`config.mk`:
```
export PLATFORM = sky130hd
export DESIGN_NAME = per2axi_arbiter
export DESIGN_NICKNAME = d
export VERILOG_FILES = /design/src/rtl/per2axi_arbiter.sv
export SDC_FILE = /design/constraint.sdc
export NUM_CORES = 1
export LEC_CHECK = 0
export ABC_AREA = 1
export BUFFER_PORTS_ARGS = -buffer_cell sky130_fd_sc_hd__buf_4
export CAP_MARGIN = 20
export CORE_AREA = 2 2 185 187
export DETAILED_ROUTE_END_ITERATION = 12
export DIE_AREA = 0 0 187 189
export PLACE_DENSITY_LB_ADDON = 0.12
export SLEW_MARGIN = 10
export SYNTH_ARGS = -nofsm -noshare
export SYNTH_HDL_FRONTEND = slang
export SYNTH_SLANG_ARGS = --single-unit
```
`constraint.sdc`:
```
create_clock -name clk_i -period 7.5 [get_ports clk_i]
set_input_delay 0.375 -clock clk_i [delete_from_list [all_inputs] [get_ports clk_i]]
set_output_delay 0.375 -clock clk_i [all_outputs]
set_load 0.05 [all_outputs]
```
`src/rtl/per2axi_arbiter.sv`:
```
// per2axi_arbiter: round-robin N:1 peripheral arbiter in front of a per2axi bridge.
// It locks on a stalled winner, tags IDs with the requester index and limits outstanding transactions per requester.
module per2axi_arbiter #(
  parameter int NB_REQ     = 4,
  parameter int ADDR_WIDTH = 32,
  parameter int DATA_WIDTH = 32,
  parameter int ID_WIDTH   = 5,
  parameter int MAX_OUTST  = 4,
  parameter int IDX_W      = $clog2(NB_REQ)
) (
  input  logic                              clk_i,
  input  logic                              rst_i,
  input  logic [NB_REQ-1:0]                 s_req_i,
  input  logic [NB_REQ*ADDR_WIDTH-1:0]      s_add_i,
  input  logic [NB_REQ-1:0]                 s_we_n_i,
  input  logic [NB_REQ*DATA_WIDTH-1:0]      s_wdata_i,
  input  logic [NB_REQ*(DATA_WIDTH/8)-1:0]  s_be_i,
  input  logic [NB_REQ*ID_WIDTH-1:0]        s_id_i,
  output logic [NB_REQ-1:0]                 s_gnt_o,
  output logic [NB_REQ-1:0]                 s_r_valid_o,
  output logic                              s_r_opc_o,
  output logic [ID_WIDTH-1:0]               s_r_id_o,
  output logic [DATA_WIDTH-1:0]             s_r_rdata_o,
  output logic                              m_req_o,
  output logic [ADDR_WIDTH-1:0]             m_add_o,
  output logic                              m_we_n_o,
  output logic [DATA_WIDTH-1:0]             m_wdata_o,
  output logic [DATA_WIDTH/8-1:0]           m_be_o,
  output logic [IDX_W+ID_WIDTH-1:0]         m_id_o,
  input  logic                              m_gnt_i,
  input  logic                              m_r_valid_i,
  input  logic                              m_r_opc_i,
  input  logic [IDX_W+ID_WIDTH-1:0]         m_r_id_i,
  input  logic [DATA_WIDTH-1:0]             m_r_rdata_i,
  output logic                              busy_o,
  output logic                              err_o
);
  localparam int CNT_W = $clog2(MAX_OUTST) + 1;
  localparam int BE_W  = DATA_WIDTH / 8;
  typedef enum logic {ARB, LOCK} state_e;
  state_e               state_q, state_d;
  logic [IDX_W-1:0]     rr_q, rr_d, lock_q, lock_d, win, r_idx;
  logic [CNT_W-1:0]     outst_q [NB_REQ];
  logic [CNT_W-1:0]     outst_d [NB_REQ];
  logic [NB_REQ-1:0]    elig;
  logic                 found, req, hs, r_ok, err_q;
  always_comb begin
    for (int k = 0; k < NB_REQ; k++) elig[k] = s_req_i[k] && (outst_q[k] < CNT_W'(MAX_OUTST));
  end
  // In LOCK the winner is frozen; in ARB search upward from rr_q with wrap-around.
  always_comb begin
    found = 1'b0;
    win   = lock_q;
    if (state_q == ARB)
      for (int i = 0; i < NB_REQ; i++)
        if (!found && elig[(int'(rr_q) + i) % NB_REQ]) begin
          found = 1'b1;
          win   = IDX_W'((int'(rr_q) + i) % NB_REQ);
        end
  end
  assign req = (state_q == ARB) ? found : s_req_i[win];
  assign hs  = req & m_gnt_i;
  always_comb begin
    state_d = (req && !m_gnt_i) ? LOCK : ARB;
    lock_d  = (req && !m_gnt_i) ? win : lock_q;
    rr_d    = hs ? IDX_W'((int'(win) + 1) % NB_REQ) : rr_q;
  end
  assign m_req_o   = req;
  assign m_add_o   = req ? s_add_i[int'(win)*ADDR_WIDTH +: ADDR_WIDTH] : '0;
  assign m_we_n_o  = req & s_we_n_i[win];
  assign m_wdata_o = req ? s_wdata_i[int'(win)*DATA_WIDTH +: DATA_WIDTH] : '0;
  assign m_be_o    = req ? s_be_i[int'(win)*BE_W +: BE_W] : '0;
  assign m_id_o    = req ? {win, s_id_i[int'(win)*ID_WIDTH +: ID_WIDTH]} : '0;
  assign s_gnt_o   = hs ? NB_REQ'(1) << win : '0;
  // Responses for unknown requesters or empty counters are dropped and flagged.
  assign r_idx       = m_r_id_i[IDX_W+ID_WIDTH-1:ID_WIDTH];
  assign r_ok        = m_r_valid_i && (int'(r_idx) < NB_REQ) && (outst_q[r_idx] != '0);
  assign s_r_valid_o = r_ok ? NB_REQ'(1) << r_idx : '0;
  assign s_r_id_o    = m_r_id_i[ID_WIDTH-1:0];
  assign s_r_opc_o   = m_r_opc_i;
  assign s_r_rdata_o = m_r_rdata_i;
  assign err_o       = err_q;
  always_comb begin
    busy_o = req;
    for (int k = 0; k < NB_REQ; k++) begin
      outst_d[k] = outst_q[k] + CNT_W'(hs && win == IDX_W'(k)) - CNT_W'(r_ok && r_idx == IDX_W'(k));
      busy_o     = busy_o | (outst_q[k] != '0);
    end
  end
  always_ff @(posedge clk_i or posedge rst_i) begin
    if (rst_i) begin
      state_q <= ARB;
      rr_q    <= '0;
      lock_q  <= '0;
      outst_q <= '{default: '0};
      err_q   <= 1'b0;
    end else begin
      state_q <= state_d;
      rr_q    <= rr_d;
      lock_q  <= lock_d;
      outst_q <= outst_d;
      err_q   <= err_q | (m_r_valid_i & ~r_ok);
    end
  end
endmodule
```
==> summary.md, run 1 <==
| Metric | Value |
|---|---|
| Status | finished clean |
| Clock tree skew after final layout | ~5.2 ps |
| Most common cell after layout, fill and taps aside | sky130_fd_sc_hd__buf_4 |
| Number of max-slew violations in the final report | 0 |
| Share of Yosys cell area claimed by the top area cell type | between 10% and 20% |
| Wire length of the first global-routing pass | between 30000 and 40000 um |
| Summed area of non-filler cells in the final layout | 7460 um2 |
| Worst-margin pin slew | 874 ps |
| Share of flip-flops with an asynchronous set or reset | 100% |
| Count of flip-flops with a built-in enable after synthesis | 0 |
| Crit path cell chain | nand3_1 -> nand3_1 -> nand2_1 -> nand3_2 -> inv_2 -> nand2_1 -> nand3_1 -> nand2_2 -> nand2_4 -> inv_4 -> buf_4 -> nor2_1 -> nor2_1 -> o21ai_0 -> a21oi_2 -> buf_4 |
| Setup violations, final | 0 |
| Largest net degree at the start of global routing | 87 |
| Fraction of the cycle the final worst path needs | between 60% and 70% |
| Total wire length | 25100 um |
| Number of endpoints with negative hold slack in the final report | 0 |
| Data required time at the worst endpoint | 7120 ps |
| Total half-perimeter wirelength after legalization and detailed placement | ~20000 um |
| Pre-antenna DRT Iters | 5 |
| Fraction of layout cells with a size suffix above 1 | between 40% and 50% |
| Core Footprint | 33300 um2 |
| Yosys warning total | 0 |
| GRT Overall Usage | 13.1% |
| Remaining max-slew budget at the tightest pin | 41.7% |
| RD Place Congestion | between 0.7 and 0.8 |
| Most frequent cells in the layout | sky130_fd_sc_hd__buf_4, sky130_fd_sc_hd__nor2_1, sky130_fd_sc_hd__o21ai_0, sky130_fd_sc_hd__o21bai_1, sky130_fd_sc_hd__a21oi_1 |
| Critical path class | flop to output port |
| Number of design rule violations left after detail routing | 0 |
| First DRT Iteration DRCs | 219 |
| Via-per-instance ratio | 3.95 |
| Post-Syn Nets | 1090 |
| Startpoint class of the critical path | flop |
| Insertion delay to the later sink of the worst-skew pair | between 200 and 300 ps |
| Count of clock tree sinks | 18 |
| N_diodes | 0 |
| Sort of element at the end of the critical path | output port |
| CTS clk-pin slew, worst paths | approximately 50 ps |
| Vias in the first global route | 5857 |
| Worst min path class | input pin to asynchronous set/reset pin |
| Number of buffers added for setup after CTS | 0 |
| Average cell area after synthesis | ~6.0 um2 |
| Slowest cell on crit path | sky130_fd_sc_hd__inv_4 |
| Dominant cell type by count on the critical path | sky130_fd_sc_hd__nand3_1 |
| Total of flip-flops plus latches after synthesis | 18 |
| CP max FO | 86 |
| Rows | 67 |
| Cell area after synthesis | about 4400 um2 |
| Area growth from synthesis to layout | 69.2% |
| Initial core utilization | 13.3% |
| Buffer depth of the longest clock path | 2 |
| Cts bufs inserted | 3 |
| Remaining global-route overflow | 0 |
| Maximum operating frequency | about 210 MHz |
| Total number of vias | 5872 |
| Count of cells resized by post-cts repair | 0 |
| Routed length per instance | 16.9 um |
| Antenna violations before repair | 1 |
| Cell chosen for the clock root | sky130_fd_sc_hd__clkbuf_16 |
| Gate Count Post-Synth | 730 |
| Unrepaired setup endpoints after global routing | no |
| Die outline area | 35300 um2 |
| Clock period minus worst slack | roughly 4700 ps |
| Number of hold buffers added after CTS | 0 |
| Hold Worst Slack | around 270 ps |
| Placement Cell Area | 7370 um2 |
| Arrival time of the worst setup path | roughly 4300 ps |
| Die Height | around 190 um |
| I/O Pins | roughly 470 |
| Post-synthesis cell type count | 31 |
| Count of port buffers added during placement | between 300 and 400 |
| Top cell type by total area after synthesis | sky130_fd_sc_hd__o21ai_0 |
| Largest cells by area after synthesis | sky130_fd_sc_hd__o21ai_0, sky130_fd_sc_hd__nor2_1, sky130_fd_sc_hd__o21bai_1 |
| Total number of H-tree levels | 1 |
| Fin nets | 1399 |
| Overall die width | 187 um |
| Summed negative setup slack over all endpoints | 0 ps |
| Sequential cell area fraction in the yosys report | between 10 and 15% |
| Longest individual stage delay on the worst path | ~710 ps |
| Number of nets still failing antenna checks after routing | 0 |
| Max-capacitance violation count | 0 |
| Ys flop type | sky130_fd_sc_hd__dfrtp_1 |
| TritonCTS clock tree | built |
==> stage by stage <==
| stage | worst slack [ps] | util [%] | cells |
|---|---|---|---|
| 2_1_floorplan | 3590 | - | 730 |
| 3_3_place_gp | 2910 | 22.2 | 1482 |
| 3_5_place_dp | 2970 | 22.2 | 1482 |
| 4_1_cts | 2760 | 22.4 | 1486 |
| 5_1_grt | 2340 | 22.4 | 1486 |
| 6_report | 2850 | 22.4 | 1486 |
==> worst max-delay path, delay by kind of cell, from the launching register on <==
family | cells | cell delay [ps]
AO/OA/AOI/OAI | 2 | 310
buffers and inverters | 4 | 1620
flip-flops | 1 | 530
AND/OR/NAND/NOR | 10 | 1410
==> registers in the layout (all words and copies together), names as in the netlist <==
register  cells
outst_q      12
lock_q        2
rr_q          2
err_o         1
state_q       1
==> layer usage <==
layer	share of wire, %	global-route usage (%)	routed length [um]
met2	51	23.7	12900
met5	0	0	0
met3	5.4	2.54	1350
met1	42	16.4	10700
met4	1.0	1.50	252
==> final cells by class <==
type / count / area [um2]
clock buffers: 4 / 88.8
fillers: 3877 / 25800
inverters: 43 / 166
multi-input cells: 573 / 3190
flip-flops and latches: 18 / 450
well taps: 448 / 561
repair buffers: 400 / 3000
==> cell families (layout without fill, tap and decap cells) <==
kind of cell,Yosys count,count (layout),synth area share [%]
AOI/OAI and AO/OA,302,302,41.2
buffers and inverters,139,447,17.4
adders and majority gates,16,16,5.22
DFF,18,18,10.2
and+or+nand+nor,247,247,24.3
xor gates and xnor gates,8,8,1.59
==> cells in the mapped netlist, types with 2 or more instances <==
cell	count
sky130_fd_sc_hd__ha_1	12
sky130_fd_sc_hd__nor3_1	12
sky130_fd_sc_hd__o21bai_1	74
sky130_fd_sc_hd__a21oi_1	46
sky130_fd_sc_hd__buf_2	24
sky130_fd_sc_hd__nand3_1	19
sky130_fd_sc_hd__a21oi_2	30
sky130_fd_sc_hd__buf_4	45
sky130_fd_sc_hd__nand2_2	4
sky130_fd_sc_hd__o21ai_0	140
sky130_fd_sc_hd__clkbuf_1	21
sky130_fd_sc_hd__fa_1	4
sky130_fd_sc_hd__o21ai_1	10
sky130_fd_sc_hd__inv_2	4
sky130_fd_sc_hd__nand3_2	8
sky130_fd_sc_hd__dfrtp_1	18
sky130_fd_sc_hd__nand2_1	39
sky130_fd_sc_hd__nand4_1	4
sky130_fd_sc_hd__xor2_1	3
sky130_fd_sc_hd__nor2_1	155
sky130_fd_sc_hd__buf_6	6
sky130_fd_sc_hd__inv_1	38
sky130_fd_sc_hd__nand2_4	2
sky130_fd_sc_hd__xnor2_1	5
==> worst paths after layout <==
kind	endpoint	slack [ps]	depth (start not counted)	startpoint
worst max-delay path	m_wdata_o[13]	2850	16	rr_q[0]
worst min-delay path	outst_q[1]	270	2	rst_i
worst max register to register	outst_q[2]	3030	20	rr_q[0]
worst min register to register	err_o	470	1	err_o
max in group asynchronous	outst_q[5]	6760	2	rst_i
min in group clk_i	err_o	340	2	m_r_valid_i
Power of run 1 is left out: the tool's default activity adds up to more than one toggle a clock period on the data nets, which glitch-free logic cannot reach.
==> run 2: changes to the inputs <==
--- a/config.mk
+++ b/config.mk
@@ -8,9 +8,9 @@
 export ABC_AREA = 1
 export BUFFER_PORTS_ARGS = -buffer_cell sky130_fd_sc_hd__buf_4
 export CAP_MARGIN = 20
-export CORE_AREA = 2 2 185 187
+export CORE_AREA = 2 2 181 183
 export DETAILED_ROUTE_END_ITERATION = 12
-export DIE_AREA = 0 0 187 189
+export DIE_AREA = 0 0 183 185
 export PLACE_DENSITY_LB_ADDON = 0.12
 export SLEW_MARGIN = 10
 export SYNTH_ARGS = -nofsm -noshare
==> constraint.sdc (replaced) <==
create_clock -name clk_i -period 4.8 [get_ports clk_i]
set_input_delay 0.24 -clock clk_i [delete_from_list [all_inputs] [get_ports clk_i]]
set_output_delay 0.24 -clock clk_i [all_outputs]
set_load 0.05 [all_outputs]
==> run 2 against run 1 <==
Register-to-register slack lost 1800 ps. First-iteration DRC count up 27%. Worst setup slack got worse by 1700 ps. Hold slack worse by 140 ps. Non-clock buffer count is 2 lower. Critical path type unchanged. Critical endpoint is now m_add_o[22].
==> summary.md, run 2 (synthesized netlist as in run 1, its figures left out) <==
| Metric | Value |
|---|---|
| Sort of element at the end of the critical path | output port |
| Clock tree skew after final layout | 1.74 ps |
| Largest net degree at the start of global routing | 150 |
| Fin nets | 1397 |
| Arrival time of the worst setup path | ~3400 ps |
| Routed length per instance | 17.3 um |
| Total number of vias | 5944 |
| Antenna violations before repair | 3 |
| Most common cell after layout, fill and taps aside | sky130_fd_sc_hd__buf_4 |
| Most frequent cells in the layout | sky130_fd_sc_hd__buf_4, sky130_fd_sc_hd__nor2_1, sky130_fd_sc_hd__o21ai_0, sky130_fd_sc_hd__o21bai_1, sky130_fd_sc_hd__a21oi_1 |
| Top flop regs | outst_q: 12 flops, lock_q: 2 flops, rr_q: 2 flops |
| Fraction of the cycle the final worst path needs | 75.8% |
| Status | finished clean |
| Number of design rule violations left after detail routing | 0 |
| Unrepaired setup endpoints after global routing | no |
| Initial core utilization | 13.8% |
| Number of buffers added for setup after CTS | 0 |
| Max reg flops | 12 |
| Number of endpoints with negative hold slack in the final report | 0 |
| Rows | 66 |
| Buf/Inv on CP | 3 |
| Count of cells resized by post-cts repair | 0 |
| Buffer depth of the longest clock path | 2 |
| Worst R2R Setup Slack | about 1200 ps |
| Max-capacitance violation count | 0 |
| Overall die width | 183 um |
| Data required time at the worst endpoint | 4560 ps |
| Number of nets still failing antenna checks after routing | 0 |
| Summed negative setup slack over all endpoints | 0 ps |
| Area growth from synthesis to layout | 68.4% |
| Placement Cell Area | roughly 7300 um2 |
| Total number of H-tree levels | 1 |
| Number of max-slew violations in the final report | 0 |
| Remaining global-route overflow | 0 |
| Reg2reg end | outst_q[8] |
| CTS clk-pin slew, worst paths | 50 ps |
| Via-per-instance ratio | 4.11 |
| Vias in the first global route | 5795 |
| Critical path class | flop to output port |
| Crit path cell chain | inv_4 -> nand3_2 -> nand2_2 -> nand2_1 -> nand2_1 -> o21ai_1 -> nand3_1 -> a22oi_2 -> buf_4 -> o21ai_0 -> o21bai_1 -> a21oi_1 -> buf_4 |
| Wire length of the first global-routing pass | 35800 um |
| Count of clock tree sinks | 18 |
| GRT Overall Usage | a little over an eighth |
| I/O Pins | 469 |
| TritonCTS clock tree | built |
| Total wire length | 25000 um |
| Summed area of non-filler cells in the final layout | 7430 um2 |
| Die Height | 185 um |
| Pre-antenna DRT Iters | 5 |
| Worst reg2reg path depth | 22 |
| Worst-margin pin slew | between 800 and 900 ps |
| Remaining max-slew budget at the tightest pin | 42.1% |
| Beginning of the worst register-to-register path | rr_q[0] |
| Insertion delay to the later sink of the worst-skew pair | 250 ps |
| Cell chosen for the clock root | sky130_fd_sc_hd__clkbuf_16 |
| Longest individual stage delay on the worst path | 700 ps |
| Slowest cell on crit path | sky130_fd_sc_hd__buf_4 |
| Family with the most delay on the worst path | buffers and inverters |
| Utilization of the core after routing | 23.2% |
| First DRT Iteration DRCs | 278 |
| Startpoint class of the critical path | flop |
| Count of port buffers added during placement | 392 |
| Number of hold buffers added after CTS | 0 |
| # fillers | 3731 |
| Cts bufs inserted | 3 |
| Reg with most FFs | outst_q |
| RD Place Congestion | 0.778 |
| Maximum operating frequency | 275 MHz |
| Setup violations, final | 0 |
| Clock period minus worst slack | 3640 ps |
| CP max FO | 84 |
| Fraction of layout cells with a size suffix above 1 | a little over two fifths |
| Core Footprint | ~32000 um2 |
| Total half-perimeter wirelength after legalization and detailed placement | between 15000 and 20000 um |
| Die outline area | 33900 um2 |
| Worst min path class | input pin to asynchronous set/reset pin |
==> run 2: metal layers <==
metal / track usage [%] / part of all wire [%]
met5: 0 / 0
met4: 3.14 / 1.4
met3: 2.40 / 5.7
met2: 23.9 / 52
met1: 17.2 / 41
==> run 2: final cells by class <==
class	count	area [um2]	area share, %
diodes	3	7.51	0.101
multi-input cells	573	3190	43.0
clock buffers	4	88.8	1.20
flip-flops and latches	18	450	6.06
well taps	408	510	6.87
inverters	43	166	2.24
repair buffers	398	3010	40.6
==> run 2: worst max-delay path by stage <==
stage / startpoint / to / slack (ps) / cells after the start
3_3_place_gp: rr_q[0] / outst_q[11] / 1230 / 22
4_1_cts: rr_q[0] / outst_q[8] / 1160 / 22
2_1_floorplan: rr_q[0] / outst_q[2] / 890 / 24
3_5_place_dp: rr_q[0] / outst_q[8] / 1190 / 22
6_report: rr_q[0] / m_add_o[22] / 1160 / 13
5_1_grt: rr_q[0] / outst_q[8] / 790 / 22
==> run 2: through the flow <==
| stage | instances | hold slack (ps) | worst slack (ps) |
|---|---|---|---|
| after floorplan | 730 | 179 | 895 |
| after global placement | 1440 | 430 | 1230 |
| after detailed placement | 1440 | 432 | 1190 |
| after CTS | 1444 | 166 | 1160 |
| after global routing | 1447 | 204 | 794 |
| final | 1447 | 121 | 1160 |
Power of run 2 is left out for the same reason.
==> run 3: changes to the inputs <==
--- a/config.mk
+++ b/config.mk
@@ -8,9 +8,9 @@
 export ABC_AREA = 1
 export BUFFER_PORTS_ARGS = -buffer_cell sky130_fd_sc_hd__buf_4
 export CAP_MARGIN = 20
-export CORE_AREA = 2 2 181 183
+export CORE_AREA = 2 2 184 186
 export DETAILED_ROUTE_END_ITERATION = 12
-export DIE_AREA = 0 0 183 185
+export DIE_AREA = 0 0 186 188
 export PLACE_DENSITY_LB_ADDON = 0.12
 export SLEW_MARGIN = 10
 export SYNTH_ARGS = -nofsm -noshare
==> constraint.sdc (replaced) <==
create_clock -name clk_i -period 3.15 [get_ports clk_i]
set_input_delay 0.1575 -clock clk_i [delete_from_list [all_inputs] [get_ports clk_i]]
set_output_delay 0.1575 -clock clk_i [all_outputs]
set_load 0.05 [all_outputs]
==> run 3 against run 2 <==
Die area up 3.3%. Core utilization up 3.6 points. Clock-buffer cell count unchanged. The run now ends with setup timing left. First-iteration DRC count down 6.8%. Via count up 7.8%. Sequential share of layout area down 0.97 points. Design area up 19%. Sequential cell count unchanged. Critical path depth up 10. Global-route usage up 1.3 points. Non-clock buffer count up 78.
==> summary.md, run 3 (synthesized netlist as in run 1, its figures left out) <==
| Metric | Value |
|---|---|
| Unrepaired setup endpoints after global routing | yes |
| RD Place Congestion | 0.805 |
| Count of port buffers added during placement | 392 |
| Fin nets | 1475 |
| Buffer depth of the longest clock path | 2 |
| Total half-perimeter wirelength after legalization and detailed placement | about 21000 um |
| Fraction of the cycle the final worst path needs | 102% |
| Clock tree skew after final layout | about 2.8 ps |
| # fillers | between 3000 and 4000 |
| Cts bufs inserted | 3 |
| I/O Pins | 469 |
| Number of hold buffers added after CTS | 0 |
| Summed negative setup slack over all endpoints | -175 ps |
| Worst min path class | input pin to asynchronous set/reset pin |
| Max-capacitance violation count | 0 |
| Insertion delay to the later sink of the worst-skew pair | 250 ps |
| Number of design rule violations left after detail routing | 0 |
| Area growth from synthesis to layout | 101% |
| Startpoint class of the critical path | flop |
| Total area of multi-input combinational cells | 3480 um2 |
| Remaining max-slew budget at the tightest pin | 43.2% |
| Via-per-instance ratio | 4.10 |
| Total met2 wirelength after detailed routing | about 16000 um |
| Remaining global-route overflow | 0 |
| Top flop regs | outst_q: 12 flops, lock_q: 2 flops, rr_q: 2 flops |
| Reg with most FFs | outst_q |
| Max reg flops | 12 |
| Total wire length | 30100 um |
| WL met3 | 1430 um |
| Initial core utilization | 13.3% |
| Overall die width | around 190 um |
| Die outline area | 35000 um2 |
| Rows | 67 |
| Setup slack after placement | -91.2 ps |
| Number of nets still failing antenna checks after routing | 0 |
| Most frequent cells in the layout | sky130_fd_sc_hd__buf_4, sky130_fd_sc_hd__nor2_1, sky130_fd_sc_hd__o21ai_0, sky130_fd_sc_hd__o21bai_1, sky130_fd_sc_hd__a21oi_1 |
| Area occupied by registers | 452 um2 |
| Most common cell after layout, fill and taps aside | sky130_fd_sc_hd__buf_4 |
| Number of max-slew violations in the final report | 0 |
| CTS clk-pin slew, worst paths | about 60 ps |
| Pre-antenna DRT Iters | 4 |
| Highest metal layer with signal wires | met4 |
| Data required time at the worst endpoint | approximately 3300 ps |
| Number of endpoints with negative hold slack in the final report | 0 |
| Arrival time of the worst setup path | 3350 ps |
| Antenna violations before repair | 0 |
| Final worst setup slack | -65.8 ps |
| Vias in the first global route | 6256 |
| GRT Overall Usage | 14.9% |
| Core Footprint | 33100 um2 |
| Largest net degree at the start of global routing | 80 |
| Utilization of the core after routing | 26.8% |
| TritonCTS clock tree | built |
| Violations in the final reports | setup timing |
| Critical path class | flop to flop |
| N_diodes | 0 |
| Clock period minus worst slack | about 3200 ps |
| Setup violations, final | 5 |
| Total number of vias | 6410 |
| Die Height | 188 um |
| Routed length per instance | 19.3 um |
| Maximum operating frequency | 311 MHz |
| First DRT Iteration DRCs | 259 |
| Wire length of the first global-routing pass | 39500 um |
| Total number of H-tree levels | 1 |
| Status | complete, but fails checks |
| DRT met1 WL | 12700 um |
| Count of clock tree sinks | 18 |
| Worst-margin pin slew | 851 ps |
| Fraction of layout cells with a size suffix above 1 | 52.8% |
| Cell chosen for the clock root | sky130_fd_sc_hd__clkbuf_16 |
| CP max FO | 8 |
| Sort of element at the end of the critical path | flop |
run 3: cell types whose count changed in the layout (fill, tap and decap cells not counted), moves of 8 or more:
cell / previous run / this run
sky130_fd_sc_hd__buf_16: 0 / 8
sky130_fd_sc_hd__buf_4: 396 / 426
sky130_fd_sc_hd__buf_6: 0 / 22
sky130_fd_sc_hd__clkbuf_16: 3 / 11
sky130_fd_sc_hd__ha_1: 12 / 3
sky130_fd_sc_hd__inv_1: 38 / 29
sky130_fd_sc_hd__nand3_1: 19 / 11
sky130_fd_sc_hd__o21ai_0: 140 / 130
run 3: timing repair:
item | CTS | global route
setup endpoints to repair | 63 | 83
pin swaps | 6 | 24
hold endpoints to repair | 0 | 0
setup buffers | 3 | 16
gates resized for setup | 25 | 87
cloned | 4 | 9
run 3: final cells by class:
cell class,instances,share of cell area [%]
repair buffers,476,46.1
multi-input cells,573,39.3
well taps,448,6.32
flip-flops and latches,18,5.09
inverters,43,2.16
clock buffers,4,1.00
run 3: path summary, 6_finish.rpt:
kind	slack [ps]	cells past startpoint	endpoint	start
setup / recovery	-70	23	outst_q[8]	rr_q[0]
min in group clk_i	120	2	err_o	m_r_valid_i
setup reg to reg	-70	23	outst_q[8]	rr_q[0]
max in group asynchronous	2490	2	rr_q[1]	rst_i
hold / removal	80	2	outst_q[6]	rst_i
hold reg to reg	460	1	err_o	err_o
run 3: stage by stage:
stage	hold slack (ps)	cells	instance area, um2
after floorplan	96.1	730	4530
after global placement	315	1526	7880
after detailed placement	315	1526	7880
after CTS	94.1	1537	8230
after global routing	121	1562	8870
final	77.7	1562	8870
run 3: layer usage:
layer  track usage (%)  vias to the layer above
met4              2.51                        0
li1                  -                     3197
met2              26.8                      195
met5                 0                        -
met3              2.62                       26
met1              18.6                     2992
run 3: critical path, stage by stage, from the launching register on:
cell and delay, ps:
sky130_fd_sc_hd__dfrtp_1 400, sky130_fd_sc_hd__buf_12 150, sky130_fd_sc_hd__clkinv_8 70, sky130_fd_sc_hd__nand2_4 50, sky130_fd_sc_hd__nand2_4 70, sky130_fd_sc_hd__nand3_2 70
sky130_fd_sc_hd__nand2_2 100, sky130_fd_sc_hd__nand3_2 90, sky130_fd_sc_hd__nor2_2 130, sky130_fd_sc_hd__a21oi_2 60, sky130_fd_sc_hd__nand2_2 110, sky130_fd_sc_hd__nand2_4 80
sky130_fd_sc_hd__nand2_2 70, sky130_fd_sc_hd__nand3_2 80, sky130_fd_sc_hd__nand3_4 90, sky130_fd_sc_hd__nand3_4 130, sky130_fd_sc_hd__nor2_4 150, sky130_fd_sc_hd__inv_2 60
sky130_fd_sc_hd__ha_4 260, sky130_fd_sc_hd__inv_2 40, sky130_fd_sc_hd__ha_4 150, sky130_fd_sc_hd__fa_2 360, sky130_fd_sc_hd__xnor2_2 140, sky130_fd_sc_hd__xor2_1 160
Power of run 3 is left out for the same reason.
